===== config.mk =====
export PLATFORM = sky130hd
export DESIGN_NAME = food_placer
export DESIGN_NICKNAME = d
export VERILOG_FILES = /design/src/rtl/game_pkg.sv /design/src/rtl/grid_scan_counter.sv /design/src/rtl/food_placer.sv
export SDC_FILE = /design/constraint.sdc
export NUM_CORES = 1
export LEC_CHECK = 0
export CAP_MARGIN = 10
export CORE_MARGIN = 2
export CORE_UTILIZATION = 50
export DETAILED_ROUTE_END_ITERATION = 8
export HOLD_SLACK_MARGIN = 0.1
export PLACE_DENSITY = 0.76
export SLEW_MARGIN = 20
export SYNTH_ARGS = -nofsm -noshare
export SYNTH_HDL_FRONTEND = slang
export SYNTH_SLANG_ARGS = --single-unit

===== constraint.sdc =====
create_clock -name clk -period 2.3 [get_ports clk]
set_clock_uncertainty 0.2 [all_clocks]
set_input_delay 0.23 -clock clk [delete_from_list [all_inputs] [get_ports clk]]
set_output_delay 0.23 -clock clk [all_outputs]
set_load 0.01 [all_outputs]

===== src/rtl/game_pkg.sv =====
// Shared game definitions.
// Holds the play-grid geometry, the default candidate budget for food
// placement, and the food placer state encoding. The renderer, the collision
// logic and the food placer all take their grid dimensions from here.
package game_pkg;

  localparam int GRID_W    = 10;  // grid columns, valid x is 0..GRID_W-1
  localparam int GRID_H    = 10;  // grid rows, valid y is 0..GRID_H-1
  localparam int COORD_W   = 4;   // coordinate width in bits
  localparam int MAX_TRIES = 16;  // random candidates before raster fallback

  typedef enum logic [2:0] {
    IDLE     = 3'd0,
    RAND_RD  = 3'd1,
    RAND_CHK = 3'd2,
    SCAN_RD  = 3'd3,
    SCAN_CHK = 3'd4,
    FIN      = 3'd5
  } food_state_t;

endpackage


===== src/rtl/grid_scan_counter.sv =====
// Raster x/y counter over a W x H grid.
// Ports:
//   clk, reset    clock and asynchronous active-high reset (counter -> 0,0)
//   clr           return to (0,0) on the next edge; has priority over adv
//   adv           step to the next cell in raster order (x first, then y)
//   x, y          current cell
//   last          current cell is (W-1, H-1)
// Advancing on the last cell holds position, so the counter never leaves
// the grid. The renderer reuses this block for cell iteration.
module grid_scan_counter #(
  parameter int W  = game_pkg::GRID_W,
  parameter int H  = game_pkg::GRID_H,
  parameter int CW = game_pkg::COORD_W
) (
  input  logic          clk,
  input  logic          reset,
  input  logic          clr,
  input  logic          adv,
  output logic [CW-1:0] x,
  output logic [CW-1:0] y,
  output logic          last
);

  logic [CW-1:0] x_q, x_d;
  logic [CW-1:0] y_q, y_d;

  assign last = (x_q == CW'(W - 1)) && (y_q == CW'(H - 1));
  assign x    = x_q;
  assign y    = y_q;

  always_comb begin
    x_d = x_q;
    y_d = y_q;
    if (clr) begin
      x_d = '0;
      y_d = '0;
    end else if (adv && !last) begin
      if (x_q == CW'(W - 1)) begin
        x_d = '0;
        y_d = y_q + 1'b1;
      end else begin
        x_d = x_q + 1'b1;
      end
    end
  end

  always_ff @(posedge clk or posedge reset) begin
    if (reset) begin
      x_q <= '0;
      y_q <= '0;
    end else begin
      x_q <= x_d;
      y_q <= y_d;
    end
  end

endmodule


===== src/rtl/food_placer.sv =====
// Food placer: picks a free grid cell for the next food item.
// Ports:
//   clk, reset            clock, asynchronous active-high reset
//   req                   start a placement (only honoured in IDLE)
//   rnd_x, rnd_y          free-running random candidate from the LFSR
//   occ_rd_en/occ_x/occ_y occupancy read request (registered)
//   occ_data              occupancy answer, 1 = occupied
//   busy                  high whenever not IDLE
//   food_x/food_y         placed cell, held until the next accepted req
//   food_valid            food_x/food_y hold a placed cell
//   done, grid_full       single-cycle result pulses
// Random candidates are tried first; after MAX_TRIES rejections a raster
// scan from (0,0) guarantees termination. All outputs are registered.
module food_placer #(
  parameter int GRID_W    = game_pkg::GRID_W,
  parameter int GRID_H    = game_pkg::GRID_H,
  parameter int COORD_W   = game_pkg::COORD_W,
  parameter int MAX_TRIES = game_pkg::MAX_TRIES
) (
  input  logic               clk,
  input  logic               reset,
  input  logic               req,
  input  logic [COORD_W-1:0] rnd_x,
  input  logic [COORD_W-1:0] rnd_y,
  output logic               occ_rd_en,
  output logic [COORD_W-1:0] occ_x,
  output logic [COORD_W-1:0] occ_y,
  input  logic               occ_data,
  output logic               busy,
  output logic [COORD_W-1:0] food_x,
  output logic [COORD_W-1:0] food_y,
  output logic               food_valid,
  output logic               done,
  output logic               grid_full
);

  import game_pkg::food_state_t;
  import game_pkg::IDLE;
  import game_pkg::RAND_RD;
  import game_pkg::RAND_CHK;
  import game_pkg::SCAN_RD;
  import game_pkg::SCAN_CHK;
  import game_pkg::FIN;

  localparam int TRIES_W = $clog2(MAX_TRIES + 1);

  food_state_t        state_q, state_d;
  logic [TRIES_W-1:0] tries_q, tries_d, tries_inc;
  logic               chk_wait_q, chk_wait_d;
  logic               occ_rd_en_q, occ_rd_en_d;
  logic [COORD_W-1:0] occ_x_q, occ_x_d, occ_y_q, occ_y_d;
  logic [COORD_W-1:0] food_x_q, food_x_d, food_y_q, food_y_d;
  logic               busy_q, busy_d;
  logic               food_valid_q, food_valid_d;
  logic               done_q, done_d;
  logic               grid_full_q, grid_full_d;

  logic               scan_clr, scan_adv, scan_last;
  logic [COORD_W-1:0] scan_x, scan_y;
  logic               rnd_in_grid, tries_exhausted, reject;

  grid_scan_counter #(.W(GRID_W), .H(GRID_H), .CW(COORD_W)) u_scan (
    .clk   (clk),
    .reset (reset),
    .clr   (scan_clr),
    .adv   (scan_adv),
    .x     (scan_x),
    .y     (scan_y),
    .last  (scan_last)
  );

  assign rnd_in_grid     = (rnd_x < COORD_W'(GRID_W)) && (rnd_y < COORD_W'(GRID_H));
  assign tries_inc       = tries_q + 1'b1;
  assign tries_exhausted = (tries_inc == TRIES_W'(MAX_TRIES));

  // The read request is registered, so the occupancy RAM sees the address
  // one cycle after the *_RD state and answers one cycle later still. Each
  // *_CHK state therefore spends a first cycle waiting (chk_wait) and decides
  // on the second, which puts done at req edge + 3 for a free first candidate.
  always_comb begin
    state_d      = state_q;
    tries_d      = tries_q;
    chk_wait_d   = chk_wait_q;
    occ_rd_en_d  = 1'b0;
    occ_x_d      = occ_x_q;
    occ_y_d      = occ_y_q;
    food_x_d     = food_x_q;
    food_y_d     = food_y_q;
    food_valid_d = food_valid_q;
    done_d       = 1'b0;
    grid_full_d  = 1'b0;
    scan_clr     = 1'b0;
    scan_adv     = 1'b0;
    reject       = 1'b0;

    case (state_q)
      IDLE: begin
        if (req) begin
          state_d      = RAND_RD;
          tries_d      = '0;
          food_valid_d = 1'b0;
        end
      end
      RAND_RD: begin
        if (rnd_in_grid) begin
          occ_rd_en_d = 1'b1;
          occ_x_d     = rnd_x;
          occ_y_d     = rnd_y;
          chk_wait_d  = 1'b1;
          state_d     = RAND_CHK;
        end else begin
          reject = 1'b1;  // off-grid candidate: rejected without a read
        end
      end
      RAND_CHK: begin
        if (chk_wait_q) begin
          chk_wait_d = 1'b0;
        end else if (!occ_data) begin
          food_x_d     = occ_x_q;
          food_y_d     = occ_y_q;
          food_valid_d = 1'b1;
          done_d       = 1'b1;
          state_d      = FIN;
        end else begin
          reject = 1'b1;
        end
      end
      SCAN_RD: begin
        occ_rd_en_d = 1'b1;
        occ_x_d     = scan_x;
        occ_y_d     = scan_y;
        chk_wait_d  = 1'b1;
        state_d     = SCAN_CHK;
      end
      SCAN_CHK: begin
        if (chk_wait_q) begin
          chk_wait_d = 1'b0;
        end else if (!occ_data) begin
          food_x_d     = occ_x_q;
          food_y_d     = occ_y_q;
          food_valid_d = 1'b1;
          done_d       = 1'b1;
          state_d      = FIN;
        end else if (scan_last) begin
          grid_full_d = 1'b1;
          state_d     = FIN;
        end else begin
          scan_adv = 1'b1;
          state_d  = SCAN_RD;
        end
      end
      FIN: begin
        state_d = IDLE;
      end
      default: begin
        state_d = IDLE;
      end
    endcase

    // A rejected random candidate either retries or starts the scan at (0,0).
    if (reject) begin
      tries_d = tries_inc;
      if (tries_exhausted) begin
        scan_clr = 1'b1;
        state_d  = SCAN_RD;
      end else begin
        state_d = RAND_RD;
      end
    end

    busy_d = (state_d != IDLE);
  end

  always_ff @(posedge clk or posedge reset) begin
    if (reset) begin
      state_q      <= IDLE;
      tries_q      <= '0;
      chk_wait_q   <= 1'b0;
      occ_rd_en_q  <= 1'b0;
      occ_x_q      <= '0;
      occ_y_q      <= '0;
      food_x_q     <= '0;
      food_y_q     <= '0;
      busy_q       <= 1'b0;
      food_valid_q <= 1'b0;
      done_q       <= 1'b0;
      grid_full_q  <= 1'b0;
    end else begin
      state_q      <= state_d;
      tries_q      <= tries_d;
      chk_wait_q   <= chk_wait_d;
      occ_rd_en_q  <= occ_rd_en_d;
      occ_x_q      <= occ_x_d;
      occ_y_q      <= occ_y_d;
      food_x_q     <= food_x_d;
      food_y_q     <= food_y_d;
      busy_q       <= busy_d;
      food_valid_q <= food_valid_d;
      done_q       <= done_d;
      grid_full_q  <= grid_full_d;
    end
  end

  assign occ_rd_en  = occ_rd_en_q;
  assign occ_x      = occ_x_q;
  assign occ_y      = occ_y_q;
  assign food_x     = food_x_q;
  assign food_y     = food_y_q;
  assign busy       = busy_q;
  assign food_valid = food_valid_q;
  assign done       = done_q;
  assign grid_full  = grid_full_q;

endmodule

==> run_results.csv, run 1 <==
group,metric,value,unit
worst_hold_path,min_path_type,"in2async",
route,wl_per_cell,15.6,microns
flow_run,drv_cap,0,
timing,fin_tns_setup,0,ns
worst_setup_path,crit_required,2.32,ns
power,p_sw,1010,uW
logic_synthesis,syn-instance-count,188,
logic_synthesis,syn-num-nets,205,
power,leakagePower,0.00116,uW
finish,area_delta_synth_final,25.4,%
die,ios,33,
timing,rsz0062_at_grt,"no",
power,seqPwrFrac,41.7,%
logic_synthesis,avgSynthCellArea,10.4,sq um
power,p_comb_share,41.6,%
logic_synthesis,ys_ff_latch,38,
timing,tightestPinTransition,0.532,ns
finish,fin_cells,278,
route,drt_iter0_markers,81,
timing,min_period_over_period,90.8,%
die,die_area,4440,sq um
logic_synthesis,ys_warn_count,0,
power,p_per_area,1130,nW/um^2
global_route,gr-total-overflow,0,
route,totalWireLength,4.33,mm
global_route,grt_pass1_wl,7.29,mm
finish,num_antenna_cells,0,
clock_network,cts.repair.resized,0,
power,intPower,1770,uW
die,row_count,22,
place,dp.cells,270,
finish,fill_cells,308,
route,num_vias,1583,
clock_network,clk_latency,0.29,ns
timing,finalSetupViolCount,0,
clock_network,cts.clk_slew.worst_paths,0.07,ns
logic_synthesis,synth_cell_types,50,
power,switching_share,36.5,%
worst_setup_path,critical_path_arrival,2.11,ns
place,place_hpwl,3.26,mm
logic_synthesis,synth_edf_count,0,
timing,final_hold_viol_count,0,
timing,post-route-min-period,2.09,ns
run_status,status,"completed",
finish,drive_gt1_share,13.5,%
logic_synthesis,synth_ff_type,"dfrtp_1",
power,irDropWorstVdd,0.000677,V
finish,nets,246,
worst_setup_path,r2r_slack,0.21,ns
die,placeableCoreArea,3720,sq um
clock_network,cts_tree,"yes",
global_route,antenna_found_initial,0,
clock_network,cts-buffers-inserted,5,
timing,maxSlewHeadroom,64.6,%
timing,fmax,0.479,GHz
clock_network,htreeDepth,2,
logic_synthesis,synthArstFlopShare,100,%
route,drtPass1Iterations,4,
power,power_frac_clock,16.6,%
die,start_util,52.7,%
clock_network,cts_max_path_buffers,2,
die,die_h,66.6,microns
global_route,grt_max_degree,39,
clock_network,cts_root_buf,"clkbuf_8",
worst_setup_path,start_kind,"flip-flop",
route,drc_errors,0,
global_route,grt_usage,22.3,%
clock_network,clock_sinks,38,
place,finalWeightedCongestion,0.894,
power,power,2780,uW
timing,final_max_slew_viol_count,0,
global_route,grt_pass1_vias,1557,
logic_synthesis,syn_area,1960,sq um
clock_network,postCtsSetupRepairBufs,0,
worst_setup_path,worstSetupPathType,"reg2reg",
route,ant_nets,0,
route,viasPerCell,5.69,
die,die_w,66.6,microns
clock_network,postCtsHoldBufs,0,
place,port_buffers,32,
worst_setup_path,critPathCaptureType,"flip-flop",
logic_synthesis,yosysSeqAreaShare,48.5,%
worst_setup_path,cp_max_fo,15,
placed cells by master (no fill, tap or decap), types with 2 or more instances in the layout:
master            n
or3_1             3
mux2i_1           9
buf_4             6
nor4bb_1          2
o211ai_1          2
o31ai_1           2
a21oi_1           7
inv_1            12
dfrtp_1          38
xor2_1            2
o21ai_1           2
o22ai_1           4
a2bb2oi_1         4
nor3_1            2
clkbuf_8          6
nor2b_1           3
mux2_2            8
ha_1              5
o21ai_0          13
nor2_1           11
nand3b_1          2
nand2_1          16
nand3_1           5
nand2b_1          4
clkdlybuf4s50_1  32
and2_1            3
a31o_2            2
flip-flops by register name, indices dropped and copies added, names as in the netlist, 3 cells and up:
signal    count
u_scan.y      4
occ_y         4
food_x        4
occ_x         4
state_q       3
u_scan.x      4
food_y        4
tries_q       5
worst paths after layout:
check,from,depth (start not counted),end
max,state_q[1],4,u_scan.y[3]
min,reset,3,food_y[0]
max reg2reg,state_q[1],4,u_scan.y[3]
min reg2reg,food_valid,2,food_valid
max in group asynchronous,reset,3,food_y[2]
min in group clk,food_valid,2,food_valid
worst max-delay path, stage by stage (launching register included):
cell and delay [ns]:
dfrtp_1 0.57, nor4b_4 0.39, nand4_1 0.29, or3_1 0.43, a21oi_2 0.13
power groups by stage:
stage                     clock network (uW)  registers [uW]  logic, uW
after detailed placement                   0            1170       1160
after global routing                     508            1190       1270
after global placement                     0            1140       1120
after floorplan                            0            1150        642
after CTS                                479            1150       1160
final                                    462            1160       1160
metal layers:
layer  up-vias  track usage (%)  share of wire [%]
met5         -                0                  0
met4         0             8.42                2.1
met3        11             5.24                4.0
met2        35             38.3                 50
met1       767             27.0                 44
li1        770                -                  -
cell families after synthesis:
kind of cell | after synthesis | synth area share [%]
flip-flops | 38 | 48.5
AO/OA/AOI/OAI | 50 | 17.8
XOR/XNOR | 3 | 1.34
multiplexers | 17 | 9.20
AND/OR/NAND/NOR | 59 | 16.6
adder cells (fa/ha/maj) | 5 | 3.19
buffers and inverters | 16 | 3.32
metrics by stage:
stage	setup WS [ns]	hold slack, ns	area (sq um)	utilization (%)
after floorplan	0.492	0.151	1960	-
final	0.211	0.150	2460	66.1
after global routing	0.0827	0.195	2460	66.1
after detailed placement	0.127	0.294	2360	63.6
after CTS	0.222	0.169	2460	66.1
after global placement	0.137	0.262	2360	63.6
area by class of cell:
class | instances | area (sq um) | share of cell area (%)
clock buffer | 7 | 86.3 | 3.52
clock inverter | 1 | 5.00 | 0.204
inverter | 12 | 45.0 | 1.83
multi-input combinational | 134 | 943 | 38.4
sequential | 38 | 951 | 38.7
tap | 48 | 60.1 | 2.45
timing repair buffer | 38 | 365 | 14.9
synthesized netlist by cell type, types with 2 or more instances:
cell	count	area [sq um]
a21oi_1	7	35.0
a2bb2oi_1	4	35.0
a31o_2	2	17.5
and2_1	3	18.8
clkbuf_1	2	7.51
dfrtp_1	38	951
ha_1	5	62.6
inv_1	12	45.0
mux2_2	8	90.1
mux2i_1	9	90.1
nand2_1	16	60.1
nand2b_1	4	25.0
nand3_1	5	25.0
nand3b_1	2	15.0
nor2_1	11	41.3
nor2b_1	3	18.8
nor3_1	2	10.0
nor4bb_1	2	20.0
o211ai_1	2	15.0
o21ai_0	13	65.1
o21ai_1	2	10.0
o22ai_1	4	25.0
o31ai_1	2	15.0
or3_1	3	18.8
xor2_1	2	17.5
(Power assumes the default switching activity.)
==> run 2: changes to the inputs <==
GPL_TIMING_DRIVEN = 0   (was unset)
==> run 2 against run 1 <==
Against the previous run:
- critical path depth rose by 2
- final cell count decreased by 0.72%
- worst setup slack worse by 0.042 ns
- count of clock-buffer cells in the layout is 1 lower
- highest routed layer unchanged
- final area shrank 0.87%
- utilization shrank 0.57 points
- routed wire length decreased by 0.30%
- first-iteration DRC count is 54% higher
- via count fell by 0.69%
==> run_results.csv, run 2 (synthesis results as in run 1) <==
group,metric,value,unit
flow_run,drv_cap,0,
global_route,grt_pass1_vias,1593,
power,p_per_area,1140,nW/um^2
place,place_ws,-0.0872,ns
global_route,antenna_found_initial,0,
route,viasPerCell,5.70,
timing,min_period_over_period,92.7,%
clock_network,cts-buffers-inserted,5,
timing,final_max_slew_viol_count,0,
timing,final_hold_viol_count,0,
timing,maxSlewHeadroom,47.7,%
finish,nets,244,
die,row_count,22,
worst_setup_path,crit_chain,"clkdlybuf4s50_1 -> nor2b_1 -> and3_1 -> clkbuf_1 -> nor2_1 -> a31o_2",
clock_network,clock_sinks,38,
die,start_util,52.7,%
finish,num_antenna_cells,0,
worst_setup_path,crit_required,2.28,ns
route,ant_nets,0,
global_route,grt_max_degree,39,
finish,top_register,"tries_q",
clock_network,cts_root_buf,"clkbuf_8",
worst_setup_path,r2r_slack,0.25,ns
worst_setup_path,critPathCaptureType,"flip-flop",
power,irDropWorstVdd,0.000411,V
clock_network,clk_latency,0.29,ns
worst_setup_path,max_stage_delay,0.64,ns
route,drtPass1Iterations,4,
finish,drive_gt1_share,12.7,%
timing,fmax,0.469,GHz
finish,area_delta_synth_final,24.3,%
clock_network,cts.clk_slew.worst_paths,0.07,ns
worst_setup_path,worstSetupPathType,"in2reg",
die,die_h,66.6,microns
route,totalWireLength,4.32,mm
clock_network,postCtsSetupRepairBufs,0,
route,wl_per_cell,15.6,microns
clock_network,cts.repair.resized,0,
timing,finalSetupViolCount,0,
clock_network,postCtsHoldBufs,0,
die,placeableCoreArea,3720,sq um
global_route,gr-total-overflow,0,
worst_setup_path,cp_max_fo,10,
die,ios,33,
worst_hold_path,min_path_type,"in2async",
power,leakagePower,0.00114,uW
die,die_w,66.6,microns
worst_setup_path,cpMaxStageDelayCell,"clkdlybuf4s50_1",
finish,largest_register_ffs,5,
worst_setup_path,critical_path_arrival,2.11,ns
route,drc_errors,0,
finish,mostFrequentLayoutCell,"dfrtp_1",
place,port_buffers,32,
clock_network,cts_tree,"yes",
timing,whs,0.200,ns
timing,rsz0062_at_grt,"no",
route,drt_iter0_markers,125,
global_route,grt_usage,22.7,%
run_status,status,"completed",
die,die_area,4440,sq um
clock_network,htreeDepth,2,
place,place_hpwl,3.30,mm
timing,tightestPinTransition,0.783,ns
global_route,grt_pass1_wl,7.50,mm
timing,timing.final.ws_setup,0.169,ns
clock_network,cts_max_path_buffers,2,
place,finalWeightedCongestion,0.845,
route,num_vias,1572,
timing,post-route-min-period,2.13,ns
finish,final_cell_mix,"dfrtp_1 (38), clkdlybuf4s50_1 (32), nand2_1 (16)",
worst_setup_path,start_kind,"primary input",
run 2: cell type report:
type / instances / area (sq um)
repair buffers: 32 / 320
clock buffers: 6 / 82.6
well taps: 48 / 60.1
plain buffers: 4 / 20.0
fillers: 289 / 1280
inverters: 12 / 45.0
clock inverters: 2 / 12.5
flip-flops and latches: 38 / 951
multi-input cells: 134 / 943
run 2: metrics by stage:
stage | utilization, % | instances | instance area (sq um) | TNS (ns) | power (uW)
6_report | 65.5 | 276 | 2430 | 0 | 2780
5_1_grt | 65.5 | 276 | 2430 | 0 | 2980
4_1_cts | 65.5 | 276 | 2430 | 0 | 2790
3_5_place_dp | 63.0 | 268 | 2340 | -0.735 | 2320
3_3_place_gp | 63.0 | 268 | 2340 | -0.00369 | 2240
2_1_floorplan | - | 188 | 1960 | 0 | 1790
run 2: final timing paths:
check / start / cells past startpoint / to
max in group asynchronous: reset / 2 / food_x[1]
hold reg to reg: food_valid / 2 / food_valid
hold / removal: reset / 2 / tries_q[1]
setup reg to reg: state_q[2] / 6 / tries_q[3]
setup / recovery: occ_data / 6 / tries_q[3]
min in group clk: food_valid / 2 / food_valid
run 2: critical path: cells and delay by family:
family / cells / cell delay [ns]
buffers and inverters: 2 / 0.98
and+or+nand+nor: 3 / 0.62
AOI/OAI and AO/OA: 1 / 0.28
run 2: metal layers:
metal / share of wire, % / GRT usage (%) / up-vias
li1: - / - / 762
met1: 42 / 27.7 / 755
met2: 52 / 40.5 / 50
met3: 4.5 / 4.05 / 5
met4: 1.4 / 6.89 / 0
met5: 0 / 0 / -
run 2: power by group:
| group | internal [uW] | leakage (uW) | switching, uW |
|---|---|---|---|
| sequential | 897 | 0.000498 | 225 |
| combinational | 620 | 0.000594 | 569 |
| clock | 241 | 0.0000472 | 226 |
